### config.mk
export PLATFORM = sky130hd
export DESIGN_NAME = lsu
export DESIGN_NICKNAME = d
export VERILOG_FILES = /design/src/rtl/lsu.sv
export SDC_FILE = /design/constraint.sdc
export NUM_CORES = 1
export LEC_CHECK = 0
export BUFFER_PORTS_ARGS = -buffer_cell sky130_fd_sc_hd__buf_2
export CELL_PAD_IN_SITES_DETAIL_PLACEMENT = 0
export CELL_PAD_IN_SITES_GLOBAL_PLACEMENT = 2
export CORE_MARGIN = 5
export CORE_UTILIZATION = 26
export CTS_CLUSTER_SIZE = 24
export DETAILED_ROUTE_END_ITERATION = 8
export HOLD_SLACK_MARGIN = 0.08
export PLACE_DENSITY_LB_ADDON = 0.1
export SETUP_SLACK_MARGIN = 0.05
export SLEW_MARGIN = 40
export SYNTH_ARGS = -nofsm -noshare
export SYNTH_HDL_FRONTEND = slang
export SYNTH_SLANG_ARGS = --single-unit
### constraint.sdc
create_clock -name clk -period 1.8 [get_ports clk]
set_input_delay 0.36 -clock clk [delete_from_list [all_inputs] [get_ports clk]]
set_output_delay 0.36 -clock clk [all_outputs]
set_load 0.02 [all_outputs]
### src/rtl/lsu.sv
// Load/store unit: one outstanding data-bus access, stalling the pipe until the response returns.
// Optional macro LSU_MISALIGN_EXC_EN: flag misaligned halfword/word accesses instead of issuing them.
module lsu (
  input  logic        clk,
  input  logic        rst,
  input  logic        ls_valid_i,
  input  logic [3:0]  ls_type_i,
  input  logic [31:0] memory_addr_i,
  input  logic [31:0] store_data_i,
  input  logic        reg_we_i,
  input  logic [4:0]  reg_waddr_i,
  input  logic [31:0] reg_wdata_i,
  output logic        reg_we_o,
  output logic [4:0]  reg_waddr_o,
  output logic [31:0] reg_wdata_o,
  output logic        stallreq_o,
  output logic        mem_req_o,
  output logic        mem_we_o,
  output logic [31:0] mem_addr_o,
  output logic [3:0]  mem_wstrb_o,
  output logic [31:0] mem_wdata_o,
  input  logic        mem_gnt_i,
  input  logic        mem_rvalid_i,
  input  logic [31:0] mem_rdata_i
`ifdef LSU_MISALIGN_EXC_EN
  ,
  output logic        misalign_o
`endif
);

  typedef enum logic [1:0] {S_IDLE, S_REQ, S_WAIT, S_DONE} state_e;

  state_e      state_q, state_d;
  logic [1:0]  size_q, size_d;   // 0 byte, 1 half, 2 word
  logic        uns_q, uns_d;
  logic        st_q;
  logic [31:0] addr_q, wdata_q, wdata_d, rdata_q, ext_d;
  logic [3:0]  wstrb_q, wstrb_d;
  logic        we_q;
  logic [4:0]  waddr_q;
  logic        accept;
  logic [7:0]  lane_b;
  logic [15:0] lane_h;
`ifdef LSU_MISALIGN_EXC_EN
  logic        misal_q, misal_d;
`endif

  // Undefined encodings collapse to word accesses, keyed on the store bit.
  always_comb begin
    size_d = 2'd2;
    if (!(ls_type_i[3] && ls_type_i[2])) begin
      if (ls_type_i[1:0] == 2'b00) size_d = 2'd0;
      if (ls_type_i[1:0] == 2'b01) size_d = 2'd1;
    end
    uns_d = ~ls_type_i[3] & ls_type_i[2];
    wstrb_d = '0;
    wdata_d = '0;
    if (ls_type_i[3]) begin
      case (size_d)
        2'd0:    begin wstrb_d = 4'b0001 << memory_addr_i[1:0];         wdata_d = {4{store_data_i[7:0]}};  end
        2'd1:    begin wstrb_d = 4'b0011 << {memory_addr_i[1], 1'b0};   wdata_d = {2{store_data_i[15:0]}}; end
        default: begin wstrb_d = 4'b1111;                                wdata_d = store_data_i;            end
      endcase
    end
`ifdef LSU_MISALIGN_EXC_EN
    misal_d = 1'b0;
    if (size_d == 2'd1) misal_d = memory_addr_i[0];
    if (size_d == 2'd2) misal_d = |memory_addr_i[1:0];
`endif
  end

  always_comb begin
    case (addr_q[1:0])
      2'd0:    lane_b = mem_rdata_i[7:0];
      2'd1:    lane_b = mem_rdata_i[15:8];
      2'd2:    lane_b = mem_rdata_i[23:16];
      default: lane_b = mem_rdata_i[31:24];
    endcase
    lane_h = addr_q[1] ? mem_rdata_i[31:16] : mem_rdata_i[15:0];
    case (size_q)
      2'd0:    ext_d = {{24{~uns_q & lane_b[7]}}, lane_b};
      2'd1:    ext_d = {{16{~uns_q & lane_h[15]}}, lane_h};
      default: ext_d = mem_rdata_i;
    endcase
  end

  assign accept = (state_q == S_IDLE) && ls_valid_i;

  always_ff @(posedge clk) begin
    if (rst) state_q <= S_IDLE;
    else     state_q <= state_d;
  end

  always_comb begin
    state_d = state_q;
    case (state_q)
      S_IDLE: if (ls_valid_i) begin
        state_d = S_REQ;
`ifdef LSU_MISALIGN_EXC_EN
        if (misal_d) state_d = S_DONE;
`endif
      end
      S_REQ:   if (mem_gnt_i) state_d = S_WAIT;
      S_WAIT:  if (mem_rvalid_i) state_d = S_DONE;
      default: state_d = S_IDLE;
    endcase
  end

  always_ff @(posedge clk) begin
    if (rst) begin
      size_q  <= '0;
      uns_q   <= 1'b0;
      st_q    <= 1'b0;
      addr_q  <= '0;
      wdata_q <= '0;
      wstrb_q <= '0;
      we_q    <= 1'b0;
      waddr_q <= '0;
      rdata_q <= '0;
`ifdef LSU_MISALIGN_EXC_EN
      misal_q <= 1'b0;
`endif
    end else begin
      if (accept) begin
        size_q  <= size_d;
        uns_q   <= uns_d;
        st_q    <= ls_type_i[3];
        addr_q  <= memory_addr_i;
        wdata_q <= wdata_d;
        wstrb_q <= wstrb_d;
        we_q    <= reg_we_i;
        waddr_q <= reg_waddr_i;
`ifdef LSU_MISALIGN_EXC_EN
        misal_q <= misal_d;
`endif
      end
      if (state_q == S_WAIT && mem_rvalid_i) rdata_q <= ext_d;
    end
  end

  always_comb begin
    reg_we_o    = reg_we_i;
    reg_waddr_o = reg_waddr_i;
    reg_wdata_o = reg_wdata_i;
    stallreq_o  = 1'b0;
    mem_req_o   = 1'b0;
    mem_we_o    = 1'b0;
    mem_addr_o  = '0;
    mem_wstrb_o = '0;
    mem_wdata_o = '0;
`ifdef LSU_MISALIGN_EXC_EN
    misalign_o  = 1'b0;
`endif
    case (state_q)
      S_IDLE: if (ls_valid_i) begin
        stallreq_o = 1'b1;
        reg_we_o   = 1'b0;
      end
      S_REQ: begin
        stallreq_o  = 1'b1;
        reg_we_o    = 1'b0;
        mem_req_o   = 1'b1;
        mem_we_o    = st_q;
        mem_addr_o  = {addr_q[31:2], 2'b00};
        mem_wstrb_o = wstrb_q;
        mem_wdata_o = wdata_q;
      end
      S_WAIT: begin
        stallreq_o = 1'b1;
        reg_we_o   = 1'b0;
      end
      default: begin
        reg_we_o    = we_q & ~st_q;
        reg_waddr_o = waddr_q;
        reg_wdata_o = rdata_q;
`ifdef LSU_MISALIGN_EXC_EN
        if (misal_q) reg_we_o = 1'b0;
        misalign_o = misal_q;
`endif
      end
    endcase
  end

endmodule

# After elaboration in Yosys (flattened, before gate mapping)
# Index checks and enable logic that the tools add are counted.
# op_classes
n_addsub,0
mul,0
n_div,0
order_cmp,0
eq_ne,10
shifts,2
n_mux,25
bitwise,7
reduce_logical,11
# op_table
cell,count
2-to-1 mux 32 bit,4
case mux 32 bit (2 select lines),2
case mux 8 bit (3 select lines),1
2-to-1 mux 16 bit,1
2-to-1 mux 2 bit,6
equality test 2 x 1 -> 1 bit (second input constant),5
zero test 2 bit,5
2-to-1 mux 4 bit,2
case mux 4 bit (2 select lines),1
inequality test 2 bit (second input constant),3
case mux 2 bit (3 select lines),1
2-to-1 mux 5 bit,1
bitwise AND 1 bit,4
equality test 2 bit (second input constant),2
2-to-1 mux 1 bit,4
case mux 1 bit (2 select lines),2
left shift 1 x 2 -> 4 bit (first input constant),1
left shift 2 x 2 -> 4 bit (first input constant),1
logical AND 1 bit,3
inverter 1 bit,3
AND reduction 3 bit,1
OR reduction 3 bit,1
OR reduction 2 bit,1
# totals
regBits,112
latch_bits,0
ram_bits,0
romBits,0
out_inout_bits,109
word_cells,65
mem_count,0

# Depth between registers and ports, before layout
# depth
word_depth,7
depth_mapped,8
mapped_depth_nobuf,6

# Worst setup path before layout
# Ideal clock, no wire load.
# synth_path
path_type,register -> output
start,register state_q[0]
end,output stallreq_o
t_arrival_ns,1.460
required_ns,1.440
path_slack_ns,-0.020
stages_incl_launch_ff,8
n_path_buf,2
cell_sequence,dfxtp_1 inv_1 ha_1 and2_1 buf_2 clkbuf_1 nor2_1 nor2_1
# synth_via
elab_chain_len,3
# synth_lines
item,line_no,text
start: declaration,33,"state_e state_q, state_d;"
start signal: assignment,91,else state_q <= state_d;
equality test 2 bit or equality test 2 x 1 -> 1 bit (tied branches),154,case (state_q)
OR reduction 2 bit (no line),-,
case mux 1 bit (2 select lines) (*),154,
end: declaration,16,"output logic stallreq_o,"
# Every way passes the cells marked *; elsewhere a longest branch is shown, timed or not.

# Worst setup path in the final report
# layout_path
start,register state_q[1]
end,output mem_wdata_o[10]
# layout_via
elab_chain_len,2
# layout_lines
item,line_no,text
equality test 2 x 1 -> 1 bit,154,
2-to-1 mux 32 bit,154,
end: declaration,21,"output logic [31:0] mem_wdata_o,"
# No other way between the ends.

==> results.toml <==
[pwr]
vdd_drop_max_uv = 478
powerDensity_nw_per_um2 = 1120
p_leak_nw = 3.71

[final_layout]
area_growth_pct = 51.9
nNetsFinal = 1108
final_cells = 1247
fillers = 2295
final_util_pct = 40.3
design_area_um2 = 8850
layout-drive-gt1-share_pct = 46.8

[logic_synthesis]
yosys_register_bits = 112
avgSynthCellArea_um2 = 8.16
seq_area_frac_synth_pct = 38.5
synth_most_common_cell = "nand2_1"
yosys.cell_types.count = 45
ys_warn_count = 0
synthArstFlopShare_pct = 0
netlist.area_leader.share_pct = 38.5
yosys-top-cells-count = "143 x nand2_1, 112 x dfxtp_1, 69 x and2_1"
synth_top_flop_cell = "dfxtp_1"
synth_edf_count = 0
synthCells = 714
synth_top_area_cell = "dfxtp_1"
synthesis.area_um2 = 5830
ys_top_cells_by_area = "dfxtp_1 38%, nand2_1 9.2%, mux2_2 8.5%"

[detailed_routing]
drc = 0
drt-total-wl_um = 22800
wl_per_cell_um = 18.3
first_pass_iters = 4
via_count = 5922
antenna_left = 0
drt-vias-per-instance = 4.75
drtIter0Drc = 223

[critical_path]
start_kind = "register"
cp_max_fo = 5
r2r_end = "state_q[1]"
critPathCaptureType = "primary output"
reg2reg_from = "state_q[1]"
slowest_delay_ns = 0.39
critPathRequiredTime_ns = 1.44
cp_common_cell = "buf_12"
ff2ff_setup_slack_ns = 0.11
criticalPathCategory = "reg2out"
slowest_stage = "dfxtp_4"
crit_chain = "inv_4 -> ha_4 -> buf_12 -> buf_12 -> clkbuf_16 -> and2_4 -> buf_6"
arrival_ns = 1.67
ff2ff_path_depth = 6

[outcome]
status = "complete, but fails checks"
violations = "setup timing"

[clock_network]
cts_buffer_depth = 2
clock-sinks = 112
cts_tree = "yes"
clock_latency_ns = 0.36
ctsHoldBuffers = 0
cts_buffers = 9
htree_levels = 3
cts.clk_slew.worst_paths_ns = 0.08
root_buffer = "clkbuf_16"

[timing]
max_freq_mhz = 492
period_needed_ns = 2.03
setup_viol = 106
rsz0062_at_grt = "yes"
finalHoldWorstSlack_ns = 0.236
layout_setup_ws_ns = -0.232
clock_skew_ns = 0.00904
hold_violations = 0
fin_crit_sh_pct = 113
maxSlewHeadroom_pct = 66.3
finalMaxSlewViolations = 0
worst_pin_slew_ns = 0.505
fin_setup_tns_ns = -15.62

[min_path]
hp-class = "in2reg"
min_to = "addr_q[18]"
hold_depth = 3
hp-start = "memory_addr_i[18]"

[floorplanning]
chipHeight_um = 160
ios = 252
rows = 54
dieArea_um2 = 25500
dieWidth_um = 160
design.core.area_um2 = 22000
initial_core_util_pct = 26.5

[grt]
grt_first_pass_wirelength_um = 33200
grtUsageTotal_pct = 16.1
grt_pass1_vias = 6116
grt_max_degree = 42
antenna_found_initial = 1
overflow = 0

[place]
dp_hpwl_um = 15700
gp_congestion = 0.812
dpl.cell_count = 1214
port_buffers = 249
placedInstanceArea_um2 = 7480

[flow_run]
cap_violations = 0
worst max-delay path, delay by kind of cell, from the launching register on:
kind                     cells  cell delay [ns]
buffers and inverters        5             0.58
flip-flops                   1             0.39
adder cells (fa/ha/maj)      1             0.18
AND/OR/NAND/NOR              1             0.15
area by class of cell:
cell class | count | area (um^2) | share of cell area (%)
diodes | 2 | 5.00 | 0.0566
clock buffers | 11 | 243 | 2.74
clock inverters | 4 | 53.8 | 0.608
inverters | 7 | 28.8 | 0.325
multi-input cells | 535 | 3540 | 40.0
flip-flops and latches | 112 | 2250 | 25.4
well taps | 280 | 350 | 3.96
repair buffers | 296 | 2380 | 26.9
report_power, final:
part / internal (W) / total [W] / switching, W
Clock: 0.00112 / 0.00211 / 0.000985
Combinational: 0.00220 / 0.00458 / 0.00238
Sequential: 0.00292 / 0.00323 / 0.000309
Total: 0.00625 / 0.00992 / 0.00368
layout by cell type, fill, tap and decap left out, types with 4 or more instances in the layout:
master     count
nor2b_1        5
buf_8          6
dfxtp_1      110
o21ai_0       45
nand3b_1      11
a211oi_1      18
nor2_1        35
buf_12        11
buf_2        170
inv_1          6
a21oi_1       53
nand3_1        9
buf_6         74
buf_4         27
a211oi_2      10
and2_4        69
mux2_4         4
nand2_1      142
nor3_1         8
or3_1          5
mux2_2        40
a22oi_1        4
clkbuf_16     15
mux2i_1       29
nor4_1         4
routing by layer:
metal	global-route usage, %	up-vias	wire (um)
li1	-	2923	-
met1	19.9	2818	9800
met2	28.2	158	11500
met3	3.40	21	1130
met4	4.81	2	323
met5	0	-	7
cell families (layout without fill, tap and decap cells):
group,count (synthesis),in the layout,synth area share (%)
DFF,112,112,38.5
muxes,74,74,13.7
AOI/OAI and AO/OA,146,146,15.7
buffers and inverters,68,318,5.26
and+or+nand+nor,309,309,25.9
adders and majority gates,4,4,0.859
other,1,4,0.0644
sequential cells by signal, summed over array words and instances (netlist names):
register	count
addr_q	32
rdata_q	32
size_q	2
st_q	1
state_q	2
uns_q	1
waddr_q	5
wdata_q	32
we_q	1
wstrb_q	4
worst max-delay path by stage:
stage	start	end	slack, ns	depth (start not counted)
2_1_floorplan	state_q[0]	reg_waddr_o[0]	0.03	4
3_3_place_gp	state_q[0]	reg_we_o	0.09	6
3_5_place_dp	state_q[0]	rdata_q[12]	0.006	6
4_1_cts	state_q[1]	reg_wdata_o[1]	-0.25	4
5_1_grt	state_q[1]	reg_wdata_o[2]	-0.29	4
6_report	state_q[1]	mem_wdata_o[10]	-0.23	7
metrics by stage:
stage / total power (W) / worst slack, ns
finish: 0.00992 / -0.232
global route: 0.0105 / -0.288
CTS: 0.00879 / -0.249
detailed placement: 0.00653 / 0.00643
global placement: 0.00647 / 0.0902
floorplan: 0.00533 / 0.0322
repair_timing:
| item | in CTS | in global routing |
|---|---|---|
| resized for setup | 11 | 245 |
| setup buffers | 0 | 5 |
| cloned | 1 | 10 |
| endpoints found under the setup margin | 115 | 170 |
| pin swaps | 1 | 65 |
(Power assumes the default switching activity.)
